**src/rtl/uart_pkg.sv**
```systemverilog
// Shared types and constants for the UART transmit scheduler: FSM states,
// framing bytes, message codes and the fixed ASCII message table.
package uart_pkg;

  typedef enum logic [2:0] {
    ST_IDLE,
    ST_GRANT,
    ST_LOAD,
    ST_SEND,
    ST_WAIT,
    ST_ACK
  } state_t;

  localparam logic [7:0] MSG_TERM = 8'h23;
  localparam logic [7:0] MSG_NL   = 8'h0A;
  localparam int         MSG_MAX  = 11;

  // Same code values as the receive path.
  localparam logic [3:0] CODE_NONE = 4'h0;
  localparam logic [3:0] CODE_EU   = 4'h1;
  localparam logic [3:0] CODE_B1   = 4'h2;
  localparam logic [3:0] CODE_B3   = 4'h3;
  localparam logic [3:0] CODE_RU   = 4'h4;
  localparam logic [3:0] CODE_CU   = 4'h5;
  localparam logic [3:0] CODE_B2   = 4'h6;
  localparam logic [3:0] CODE_B4   = 4'h7;

  // Strings are left-justified; short ones are padded with the terminator.
  function automatic logic [8*MSG_MAX-1:0] msg_str(input logic [3:0] c);
    logic [8*MSG_MAX-1:0] s;
    case (c)
      CODE_EU: s = {"FIM-EU-#", "###"};
      CODE_B1: s = "PBM-SU-B1-#";
      CODE_B3: s = "PBM-SU-B3-#";
      CODE_RU: s = {"FIM-RU-#", "###"};
      CODE_CU: s = {"FIM-CU-#", "###"};
      CODE_B2: s = "PBM-SU-B2-#";
      CODE_B4: s = "PBM-SU-B4-#";
      default: s = {MSG_MAX{MSG_TERM}};
    endcase
    return s;
  endfunction

endpackage

```
**src/rtl/uart_msg_rom.sv**
```systemverilog
// Combinational message ROM: (code, byte index) -> ASCII byte.
// Unknown codes and indices past the table yield the terminator.
module uart_msg_rom
  import uart_pkg::*;
(
  input  logic [3:0] code_i,
  input  logic [7:0] idx_i,
  output logic [7:0] byte_o
);

  logic [8*MSG_MAX-1:0] str;

  always_comb begin
    str    = msg_str(code_i);
    byte_o = MSG_TERM;
    for (int i = 0; i < MSG_MAX; i++) begin
      if (idx_i == 8'(i)) byte_o = str[8*(MSG_MAX-1-i) +: 8];
    end
  end

endmodule

```
**src/rtl/uart_tx_sched.sv**
```systemverilog
// Round-robin scheduler feeding one byte-level UART transmitter from N_REQ
// req/ack reporters. Define UART_TX_SCHED_NEWLINE_EN to append 0x0A after '#'.
module uart_tx_sched
  import uart_pkg::*;
#(
  parameter int N_REQ      = 4,
  parameter int MSG_LEN    = 11,
  parameter int TX_TIMEOUT = 10000
) (
  input  logic               clk_50M,
  input  logic               rst_n,
  input  logic [N_REQ-1:0]   req,
  input  logic [4*N_REQ-1:0] code,
  output logic [N_REQ-1:0]   ack,
  output logic [7:0]         tx_data,
  output logic               tx_start,
  input  logic               tx_done,
  output logic               busy,
  output logic [2:0]         grant_id,
  output logic               tx_err
);

  localparam int CNT_W = $clog2(TX_TIMEOUT + 1);

  state_t           state_q, state_d;
  logic [2:0]       grant_q, grant_d;
  logic [2:0]       rr_q, rr_d;
  logic [3:0]       code_q, code_d;
  logic [7:0]       idx_q, idx_d;
  logic [7:0]       data_q, data_d;
  logic [CNT_W-1:0] cnt_q, cnt_d;
  logic             err_q, err_d;
  logic             nl_q, nl_d;
  logic [N_REQ-1:0] ack_q, ack_d;

  logic [7:0]  rom_byte;
  logic [7:0]  req_ext;
  logic [31:0] code_ext;
  logic [7:0]  ack_ext;
  logic        found;
  int          j;

  uart_msg_rom u_rom (
    .code_i (code_q),
    .idx_i  (idx_q),
    .byte_o (rom_byte)
  );

  // Widened copies let a 3-bit requester index select without width games.
  assign req_ext  = 8'(req);
  assign code_ext = 32'(code);

  always_comb begin
    state_d = state_q;
    grant_d = grant_q;
    rr_d    = rr_q;
    code_d  = code_q;
    idx_d   = idx_q;
    data_d  = data_q;
    cnt_d   = cnt_q;
    err_d   = err_q;
    nl_d    = nl_q;
    found   = 1'b0;
    j       = 0;
    ack_ext = '0;

    case (state_q)
      ST_IDLE: begin
        for (int k = 0; k < N_REQ; k++) begin
          j = int'(rr_q) + k;
          if (j >= N_REQ) j = j - N_REQ;
          if (!found && req_ext[j[2:0]]) begin
            found   = 1'b1;
            grant_d = j[2:0];
          end
        end
        if (found) state_d = ST_GRANT;
      end
      ST_GRANT: begin
        code_d  = code_ext[{grant_q, 2'b00} +: 4];
        idx_d   = '0;
        nl_d    = 1'b0;
        state_d = (code_d == CODE_NONE) ? ST_ACK : ST_LOAD;
      end
      ST_LOAD: begin
        data_d  = nl_q ? MSG_NL : rom_byte;
        state_d = ST_SEND;
      end
      ST_SEND: begin
        cnt_d   = '0;
        state_d = ST_WAIT;
      end
      ST_WAIT: begin
        // tx_done is checked first so it wins over a coincident timeout.
        if (tx_done) begin
          if (nl_q) begin
            state_d = ST_ACK;
          end else if (data_q == MSG_TERM) begin
`ifdef UART_TX_SCHED_NEWLINE_EN
            nl_d    = 1'b1;
            state_d = ST_LOAD;
`else
            state_d = ST_ACK;
`endif
          end else if (idx_q == 8'(MSG_LEN - 1)) begin
            state_d = ST_ACK;
          end else begin
            idx_d   = idx_q + 8'd1;
            state_d = ST_LOAD;
          end
        end else if (cnt_q == CNT_W'(TX_TIMEOUT - 1)) begin
          err_d   = 1'b1;
          state_d = ST_ACK;
        end else begin
          cnt_d = cnt_q + CNT_W'(1);
        end
      end
      ST_ACK: begin
        if (!req_ext[grant_q]) begin
          rr_d    = (grant_q == 3'(N_REQ - 1)) ? 3'd0 : grant_q + 3'd1;
          state_d = ST_IDLE;
        end
      end
      default: state_d = ST_IDLE;
    endcase

    // ack is a registered copy of "next state is ACK" for the granted port.
    if (state_d == ST_ACK) ack_ext[grant_d] = 1'b1;
    ack_d = ack_ext[N_REQ-1:0];
  end

  always_ff @(posedge clk_50M or negedge rst_n) begin
    if (!rst_n) begin
      state_q <= ST_IDLE;
      grant_q <= '0;
      rr_q    <= '0;
      code_q  <= '0;
      idx_q   <= '0;
      data_q  <= '0;
      cnt_q   <= '0;
      err_q   <= 1'b0;
      nl_q    <= 1'b0;
      ack_q   <= '0;
    end else begin
      state_q <= state_d;
      grant_q <= grant_d;
      rr_q    <= rr_d;
      code_q  <= code_d;
      idx_q   <= idx_d;
      data_q  <= data_d;
      cnt_q   <= cnt_d;
      err_q   <= err_d;
      nl_q    <= nl_d;
      ack_q   <= ack_d;
    end
  end

  assign ack      = ack_q;
  assign tx_data  = data_q;
  assign tx_start = (state_q == ST_SEND);
  assign busy     = (state_q != ST_IDLE);
  assign grant_id = grant_q;
  assign tx_err   = err_q;

endmodule

```
**config.mk**
```make
export PLATFORM = sky130hd
export DESIGN_NAME = uart_tx_sched
export DESIGN_NICKNAME = d
export VERILOG_FILES = /design/src/rtl/uart_pkg.sv /design/src/rtl/uart_msg_rom.sv /design/src/rtl/uart_tx_sched.sv
export SDC_FILE = /design/constraint.sdc
export NUM_CORES = 1
export LEC_CHECK = 0
export CAP_MARGIN = 10
export CORE_ASPECT_RATIO = 0.9
export CORE_MARGIN = 5
export CORE_UTILIZATION = 35
export DETAILED_ROUTE_END_ITERATION = 10
export GPL_ROUTABILITY_DRIVEN = 0
export PLACE_DENSITY = 0.64
export SLEW_MARGIN = 40
export SYNTH_ARGS = -nofsm -noshare
export SYNTH_HDL_FRONTEND = slang
export SYNTH_SLANG_ARGS = --single-unit
```
**constraint.sdc**
```tcl
create_clock -name clk_50M -period 2.54 [get_ports clk_50M]
set_clock_uncertainty 0.2 [all_clocks]
set_input_delay 0.381 -clock clk_50M [delete_from_list [all_inputs] [get_ports clk_50M]]
set_output_delay 0.381 -clock clk_50M [all_outputs]
set_load 0.02 [all_outputs]
```
[After elaboration in Yosys (flattened, before gate mapping)]
Index checks and enable logic that the tools add are counted.
Storage, ports and cells
  register bits: 48
  output and inout bits: 18
  word-level logic and storage cells: 143
Operators by class
  add/sub/neg operators: 10
  order comparisons: 11
  equal/unequal tests: 31
  shift-type cells: 1
  muxes and demuxes: 62
  bitwise logic cells: 2
  reduce and logical (&&, ||, !) cells: 17
Operators by type and width (number)
  $pmux 87 s7: 1
  $mux 8: 13
  $mux 3: 21
  $eq 8x3->1 const B: 4
  $shiftx 32x6->4: 1
  $mux 14: 2
  $pmux 14 s2: 1
  $eq 8x4->1 const B: 3
  $lt 3x4->1 const B: 6
  $pmux 3 s6: 1
  $eq 4x3->1 const B: 4
  $eq 8x2->1 const B: 2
  $pmux 8 s2: 1
  $bmux 1 s3: 5
  $add 14x1->14 const B: 1
  $eq 14x14->1 const B: 1
  $mux 1: 14
  $ge 4x3->1 const B: 3
  $sub 3x3->3 const B: 4
  $ne 2x2->1 const B: 5
  $eq 3x2->1 const B: 3
  $eq 3x3->1 const B: 3
  $add 3x2->4 const B: 2
  $add 8x1->8 const B: 1
  23 further kinds: 32

[Depth between registers and ports, before layout]
Gate-level depths: netlist (run 1).
  word-level depth: 24
  mapped depth: 10
  depth with buffers taken out: 8

[By module]
A second synthesis (run 1) with hierarchy kept.
Unflattened totals
  cell total of the unflattened synthesis: 331
  area total of the unflattened synthesis: 3144.3 um^2
Modules (own cells, without submodules)
  uart_tx_sched: times used 1, cells an instance 256, area an instance 2661.3 um^2, sequential area each 1201.2 um^2
  uart_msg_rom: times used 1, cells an instance 75, area an instance 483.0 um^2, sequential area each 0.0 um^2

[Worst setup path before layout (run 1)]
Ideal clock, no wire load.
  kind: flip-flop to flip-flop
  from: register rr_q[0]
  to: register ack_q[3], in the netlist ack[3]
  library setup time: 120 ps
  arrival: 2477 ps
  required time: 2220 ps
  setup slack: -257 ps
  cell stages (with the launch flop): 11
  path buffers: 2
  period minus slack after synthesis: 2797 ps
  cells stage by stage: dfrtp_1 > buf_6 > inv_1 > ha_1 > buf_6 > mux2i_1 > nor2_1 > or4_1 > a311o_1 > a22o_1 > and3b_1
On the way
  longest elaborated chain between the ends: 24
RTL lines
  start, declared: RTL line uart_tx_sched.sv:27  | logic [2:0] rr_q, rr_d;
  start signal, assigned: RTL line uart_tx_sched.sv:147  | rr_q <= rr_d;
  parallel branches: the longest is 17 deep, another holds $add 3x1->4
  $mux 3 *: RTL line uart_tx_sched.sv:72  | if (!found && req_ext[j[2:0]]) begin
  $mux 3 *: RTL line uart_tx_sched.sv:67  | case (state_q)
  net grant_d[1]: RTL line uart_tx_sched.sv:26  | logic [2:0] grant_q, grant_d;
  $lt 3x4->1 (not written as such) / $ge 3x1->1 (equally long branches): RTL line uart_tx_sched.sv:128  | if (state_d == ST_ACK) ack_ext[grant_d] = 1'b1;
  $logic_and 1x1->1 (not written as such): RTL line uart_tx_sched.sv:128
  $mux 1 (not written as such): RTL line uart_tx_sched.sv:128
  $demux 1 s3 *: RTL line uart_tx_sched.sv:128
  $mux 4 *: RTL line uart_tx_sched.sv:128
  net ack_ext[3]: RTL line uart_tx_sched.sv:39  | logic [7:0] ack_ext;
  end signal, assigned: RTL line uart_tx_sched.sv:154  | ack_q <= ack_d;
  end, declared: RTL line uart_tx_sched.sv:34  | logic [N_REQ-1:0] ack_q, ack_d;
Mark *: on every way through the listed nets, which the timed path passes. The select of a mux whose other input is x is not followed.
A chain may end at the register's enable or synchronous reset.

[Worst setup path after layout (run 1)]
Ends and elaborated chain as after synthesis.

==> results of run 1 <==
==> critical path, cell delays in order (launching register included) <==
cell and delay, ns:
dfrtp_1 0.40, inv_4 0.05, ha_4 0.30, mux4_2 0.55, o21ai_2 0.14, nand2_1 0.09
a311o_1 0.37, a22o_4 0.25, and3b_1 0.16
==> flip-flops by register name, indices dropped and copies added (netlist names) <==
name	flops
state_q	3
tx_err	1
ack	4
tx_data	7
idx_q	8
code_q	4
grant_id	3
rr_q	3
cnt_q	14
==> final timing paths <==
check                      slack, ns                     end           startpoint  cells past startpoint
min in group asynchronous       0.48    idx_q[1]$_DFFE_PN0P_                rst_n                      3
max in group asynchronous       1.24  tx_data[4]$_DFFE_PN0N_                rst_n                      3
hold reg to reg                 0.27      tx_err$_DFFE_PN0P_   tx_err$_DFFE_PN0P_                      1
setup / recovery               -0.07        ack[3]$_DFF_PN0_  rr_q[0]$_DFFE_PN0P_                      8
hold / removal                  0.27      tx_err$_DFFE_PN0P_   tx_err$_DFFE_PN0P_                      1
setup reg to reg               -0.07        ack[3]$_DFF_PN0_  rr_q[0]$_DFFE_PN0P_                      8
==> synthesized netlist by cell type (3+ instances only) <==
library cell / count / area share
nand2b_1: 6 / 0.012
mux4_2: 7 / 0.050
nor4_1: 9 / 0.018
o21ai_0: 13 / 0.021
nor2_1: 39 / 0.046
o21ai_1: 10 / 0.016
ha_1: 8 / 0.032
o2111ai_1: 3 / 0.0083
o31ai_1: 3 / 0.0071
clkbuf_1: 9 / 0.011
nand4_1: 6 / 0.012
buf_6: 3 / 0.011
a22o_1: 3 / 0.0083
and2_1: 4 / 0.0079
o22a_1: 3 / 0.0083
inv_1: 17 / 0.020
dfrtp_1: 47 / 0.37
xnor2_1: 12 / 0.033
o21a_1: 5 / 0.012
mux2i_1: 5 / 0.016
nand2_1: 24 / 0.028
a32oi_1: 3 / 0.0083
and3_1: 5 / 0.0099
a21oi_1: 11 / 0.017
nand3_1: 9 / 0.014
xor2_1: 7 / 0.019
nor4b_1: 4 / 0.011
nor3_1: 7 / 0.011
==> cells by family (layout without fill, tap and decap cells) <==
group / Yosys count / after routing / share of synthesized area
buf+inv: 32 / 105 / 0.0494
other cells: 1 / 1 / 0.00118
simple gates: 136 / 136 / 0.240
fa+ha+maj: 8 / 8 / 0.0316
flops: 47 / 47 / 0.372
mux: 15 / 15 / 0.0771
compound gates: 78 / 78 / 0.177
xor+xnor: 19 / 19 / 0.0526
==> layer usage <==
metal  wire length [um]  global-route usage
met5                  0                   0
met4                179              0.0530
met3                488              0.0283
met2               3450               0.222
met1               3750               0.220
==> layout make-up <==
class                      instances  area [um2]  share of cell area
multi-input combinational        257        1900               0.460
inverter                          18        70.1              0.0170
timing repair buffer              79         687               0.167
sequential                        47        1180               0.285
clock inverter                     3        71.3              0.0173
tap                              122         153              0.0370
clock buffer                       5        68.8              0.0167
==> power by group <==
group | switching [mW] | internal, mW | leakage [nW]
registers | 0.213 | 0.921 | 0.620
clock network | 0.281 | 0.400 | 0.0703
logic | 1.32 | 1.27 | 1.02
==> per-stage QoR <==
stage                     total power, mW  utilization  setup TNS (ns)
final                                4.41        0.460          -0.176
after global routing                 4.72        0.460          -0.597
after CTS                            4.32        0.456         -0.0753
after detailed placement             3.59        0.436          -0.787
after global placement               3.55        0.436          -0.641
after floorplan                      2.73            -          -0.450
==> what timing repair did <==
item,in CTS,in global routing
hold endpoints to repair,47,0
setup endpoints to repair,6,6
pin swaps,3,2
hold buffers,1,0
resized for setup,3,8
buffers inserted,2,0
cloned,0,0
==> results.json, run 1 <==
{
  "detail_route.iter0.violations": 168,
  "critPathMaxFanout": 5,
  "boundaryPins": 41,
  "max-cap-violations": 0,
  "path_class": "register to register",
  "synth_area_um2": 3170,
  "drv_slew": 0,
  "nFillCells": 852,
  "pre_cts_ws_ns": -0.210,
  "status": "finished with violations",
  "dp_cells": 520,
  "antenna_found_initial": 0,
  "powerDensity_nw_per_um2": 1070,
  "cts_root_buf": "clkbuf_8",
  "post_drt_wl_per_cell_um": 14.8,
  "max-slew-margin-rel": 0.572,
  "syn_area_per_cell_um2": 9.42,
  "synth_warnings": 0,
  "synth_seq_area_share": 0.372,
  "layout.nets": 439,
  "min_period_over_period": 1.03,
  "grt_first_pass_wirelength_mm": 13.4,
  "ant_nets": 0,
  "tightest_slew_ns": 0.641,
  "max_freq_mhz": 383,
  "min_path_type": "register to register",
  "dr_total_vias": 2832,
  "core_um2": 8960,
  "synth-edff-count": 0,
  "hold_viol_final": 0,
  "setup_violations": 3,
  "port_buffers": 39,
  "layout_common_cells": "47 x dfrtp_1, 39 x buf_4, 37 x clkdlybuf4s50_1, 36 x nor2_1, 24 x nand2_1",
  "place_area_um2": 3910,
  "grt_max_degree": 48,
  "drt_first_pass_iters": 5,
  "stdcell_count": 531,
  "area_growth_pct": 30.2,
  "rsz0062_at_grt": "yes",
  "synth_ff_type": "dfrtp_1",
  "num_rows": 33,
  "clkSinkCount": 47,
  "crit_path_end_kind": "register",
  "drt-total-wl_mm": 7.86,
  "die_x_um": 110,
  "cp.required_ns": 2.54,
  "die_y_um": 100,
  "violations": "negative setup slack",
  "synthCells": 336,
  "worstSetupStartpointType": "register",
  "clock_latency_ns": 0.30,
  "cts_buffers": 5,
  "clk_path_buf_depth": 2,
  "die_area_um2": 11000,
  "start_util": 0.353,
  "drc": 0,
  "fin_crit_ns": 2.61,
  "synth_nets": 367,
  "dp_hpwl_mm": 5.91,
  "ys_seq_elements": 47,
  "htreeDepth": 2,
  "cts_tree": "done",
  "p_leak_nw": 1.71,
  "vdd_ir_drop_max_uv": 695,
  "viasPerCell": 5.33,
  "drive_gt1_frac": 0.215,
  "grt_pass1_vias": 2793,
  "grt-ovfl-total": 0,
  "ys_types": 74,
  "setup_slack_ns": -0.0690,
  "grt_use_total": 0.150,
  "ys_async_sr_fraction": 1.00,
  "clk_pin_slew_ns": 0.10,
  "whs_ns": 0.273,
  "crit_arrival_ns": 2.61,
  "fin_area_um2": 4120,
  "layout_commonest_cell": "dfrtp_1",
  "n_antenna_cell": 0
}
Power figures use the tool's default switching activity.
==> inputs of run 2 (changes only) <==
--- a/config.mk
+++ b/config.mk
@@ -7,7 +7,6 @@
 export LEC_CHECK = 0
 export CAP_MARGIN = 10
 export CORE_ASPECT_RATIO = 0.9
-export CORE_MARGIN = 5
 export CORE_UTILIZATION = 35
 export DETAILED_ROUTE_END_ITERATION = 10
 export GPL_ROUTABILITY_DRIVEN = 0
==> results.json, run 2 (synthesis gave the netlist of run 1 again) <==
{
  "ff2ff_path_depth": 8,
  "seqCellArea_um2": 1180,
  "crit_start": "rr_q[0]$_DFFE_PN0P_",
  "p_seq_frac": 0.274,
  "die_y_um": 92.2,
  "postCtsSetupBuffers": 0,
  "nFillCells": 854,
  "setup_slack_ns": -0.0446,
  "ant_nets": 0,
  "fin_crit_ns": 2.58,
  "max-slew-margin-rel": 0.525,
  "start_util": 0.364,
  "htreeDepth": 2,
  "grt_max_degree": 48,
  "cts_tree": "done",
  "cp.required_ns": 2.54,
  "crit_arrival_ns": 2.59,
  "grtUsageMet1": 0.248,
  "pwr-share-comb": 0.613,
  "detail_route.iter0.violations": 177,
  "use_met2": 0.263,
  "layout_commonest_cell": "dfrtp_1",
  "rsz0062_at_grt": "yes",
  "grt_use_total": 0.171,
  "area_growth_pct": 26.9,
  "tightest_slew_ns": 0.712,
  "grt-ovfl-total": 0,
  "reg2reg_setup_slack_ns": -0.04,
  "worst_hold_path.endpoint": "tx_err$_DFFE_PN0P_",
  "crit_path_end_kind": "register",
  "cts_root_buf": "clkbuf_8",
  "clkSinkCount": 47,
  "drt_first_pass_iters": 5,
  "swShare": 0.429,
  "r2r_end": "ack[3]$_DFF_PN0_",
  "n_antenna_cell": 0,
  "p_switching_mw": 1.78,
  "crit_family": "simple AND/OR/NAND/NOR gates",
  "whs_path_depth": 1,
  "violations": "negative setup slack",
  "grt_pass1_vias": 2709,
  "r2r_start": "rr_q[0]$_DFFE_PN0P_",
  "post_drt_wl_per_cell_um": 14.8,
  "core_um2": 8690,
  "hold_viol_final": 0,
  "vdd_ir_drop_max_uv": 633,
  "viasPerCell": 5.41,
  "num_rows": 32,
  "dp_cells": 514,
  "stdcell_count": 523,
  "drc": 0,
  "drive_gt1_frac": 0.198,
  "antenna_found_initial": 0,
  "min_period_over_period": 1.02,
  "path_buf_inv": 1,
  "crit_slowest_cell": "or4_1",
  "status": "finished with violations",
  "clk_pin_slew_ns": 0.09,
  "top_register": "cnt_q",
  "grt_first_pass_wirelength_mm": 12.8,
  "path_cells": "inv_4, ha_4, mux2i_1, nor2_2, or4_1, a311o_1, a22o_4, and3b_1",
  "worstSetupStartpointType": "register",
  "clock_latency_ns": 0.31,
  "min_path_type": "register to register",
  "cts_buffers": 5,
  "port_buffers": 39,
  "clk_path_buf_depth": 2,
  "dp_hpwl_mm": 5.85,
  "dr_total_vias": 2831,
  "worstHoldStart": "tx_err$_DFFE_PN0P_",
  "layout_common_cells": "47 x dfrtp_1, 38 x nor2_1, 37 x clkdlybuf4s50_1, 34 x buf_4, 24 x nand2_1",
  "internal-power_mw": 2.37,
  "layout.nets": 434,
  "grt.busiest_layer": "met2",
  "die_x_um": 102,
  "whs_ns": 0.287,
  "die_area_um2": 9430,
  "use_met3": 0.0328,
  "max_freq_mhz": 387,
  "critPathMaxFanout": 5,
  "path_class": "register to register",
  "max-cap-violations": 0,
  "power_frac_clock": 0.113,
  "largest_register_ffs": 14,
  "setup_violations": 3,
  "powerDensity_nw_per_um2": 1030,
  "slowest_delay_ns": 0.51,
  "drt-total-wl_mm": 7.74,
  "multiInputGateArea_um2": 1890,
  "boundaryPins": 41,
  "drv_slew": 0,
  "p_leak_nw": 1.67,
  "cp.depth": 8,
  "place_area_um2": 3880,
  "fin_area_um2": 4020
}
[run 2: cell type report]
type / instances / share of cell area
Clock inverter: 3 / 0.00467
Multi-Input combinational cell: 257 / 0.469
Sequential cell: 47 / 0.293
Inverter: 18 / 0.0174
Clock buffer: 5 / 0.0171
Tap cell: 119 / 0.0371
Timing Repair Buffer: 74 / 0.162
[run 2: per-layer routing]
metal  up-vias  share of wire
li1       1370              -
met4         0         0.0089
met1      1359           0.49
met5         -              0
met3         7          0.057
met2        95           0.45
[run 2: worst max-delay path by stage]
| stage | end | slack [ns] |
|---|---|---|
| floorplan | ack[3]$_DFF_PN0_ | -0.16 |
| global placement | ack[3]$_DFF_PN0_ | -0.15 |
| detailed placement | ack[1]$_DFF_PN0_ | -0.17 |
| CTS | ack[3]$_DFF_PN0_ | -0.01 |
| global route | ack[3]$_DFF_PN0_ | -0.12 |
| finish | ack[3]$_DFF_PN0_ | -0.04 |
[run 2: timing repair]
action / CTS / global route
hold buffers: 1 / 0
pin swaps: 3 / 3
endpoints found under the hold margin: 47 / 0
cloned: 0 / 0
endpoints found under the setup margin: 6 / 5
resized for setup: 3 / 6
[run 2: power by group through the flow]
| stage | clock network (mW) | logic, mW | registers [mW] |
|---|---|---|---|
| 6_report | 0.469 | 2.54 | 1.14 |
| 5_1_grt | 0.509 | 2.77 | 1.17 |
| 4_1_cts | 0.476 | 2.44 | 1.14 |
| 3_5_place_dp | 0 | 2.43 | 1.15 |
| 3_3_place_gp | 0 | 2.41 | 1.14 |
| 2_1_floorplan | 0 | 1.56 | 1.16 |
[run 2: worst reg2reg max path: stages, from the launching register on]
cell and delay, ns:
dfrtp_1 0.40, inv_4 0.05, ha_4 0.30, mux2i_1 0.23, nor2_2 0.07, or4_1 0.51, a311o_1 0.30, a22o_4 0.26
and3b_1 0.16
[run 2: through the flow]
step / total power [mW] / utilization / setup TNS (ns) / worst slack, ns
after detailed placement: 3.58 / 0.447 / -0.719 / -0.170
after global placement: 3.55 / 0.447 / -0.532 / -0.149
after floorplan: 2.73 / - / -0.450 / -0.155
after CTS: 4.05 / 0.459 / -0.0312 / -0.0146
final: 4.15 / 0.462 / -0.106 / -0.0446
after global routing: 4.44 / 0.462 / -0.481 / -0.122
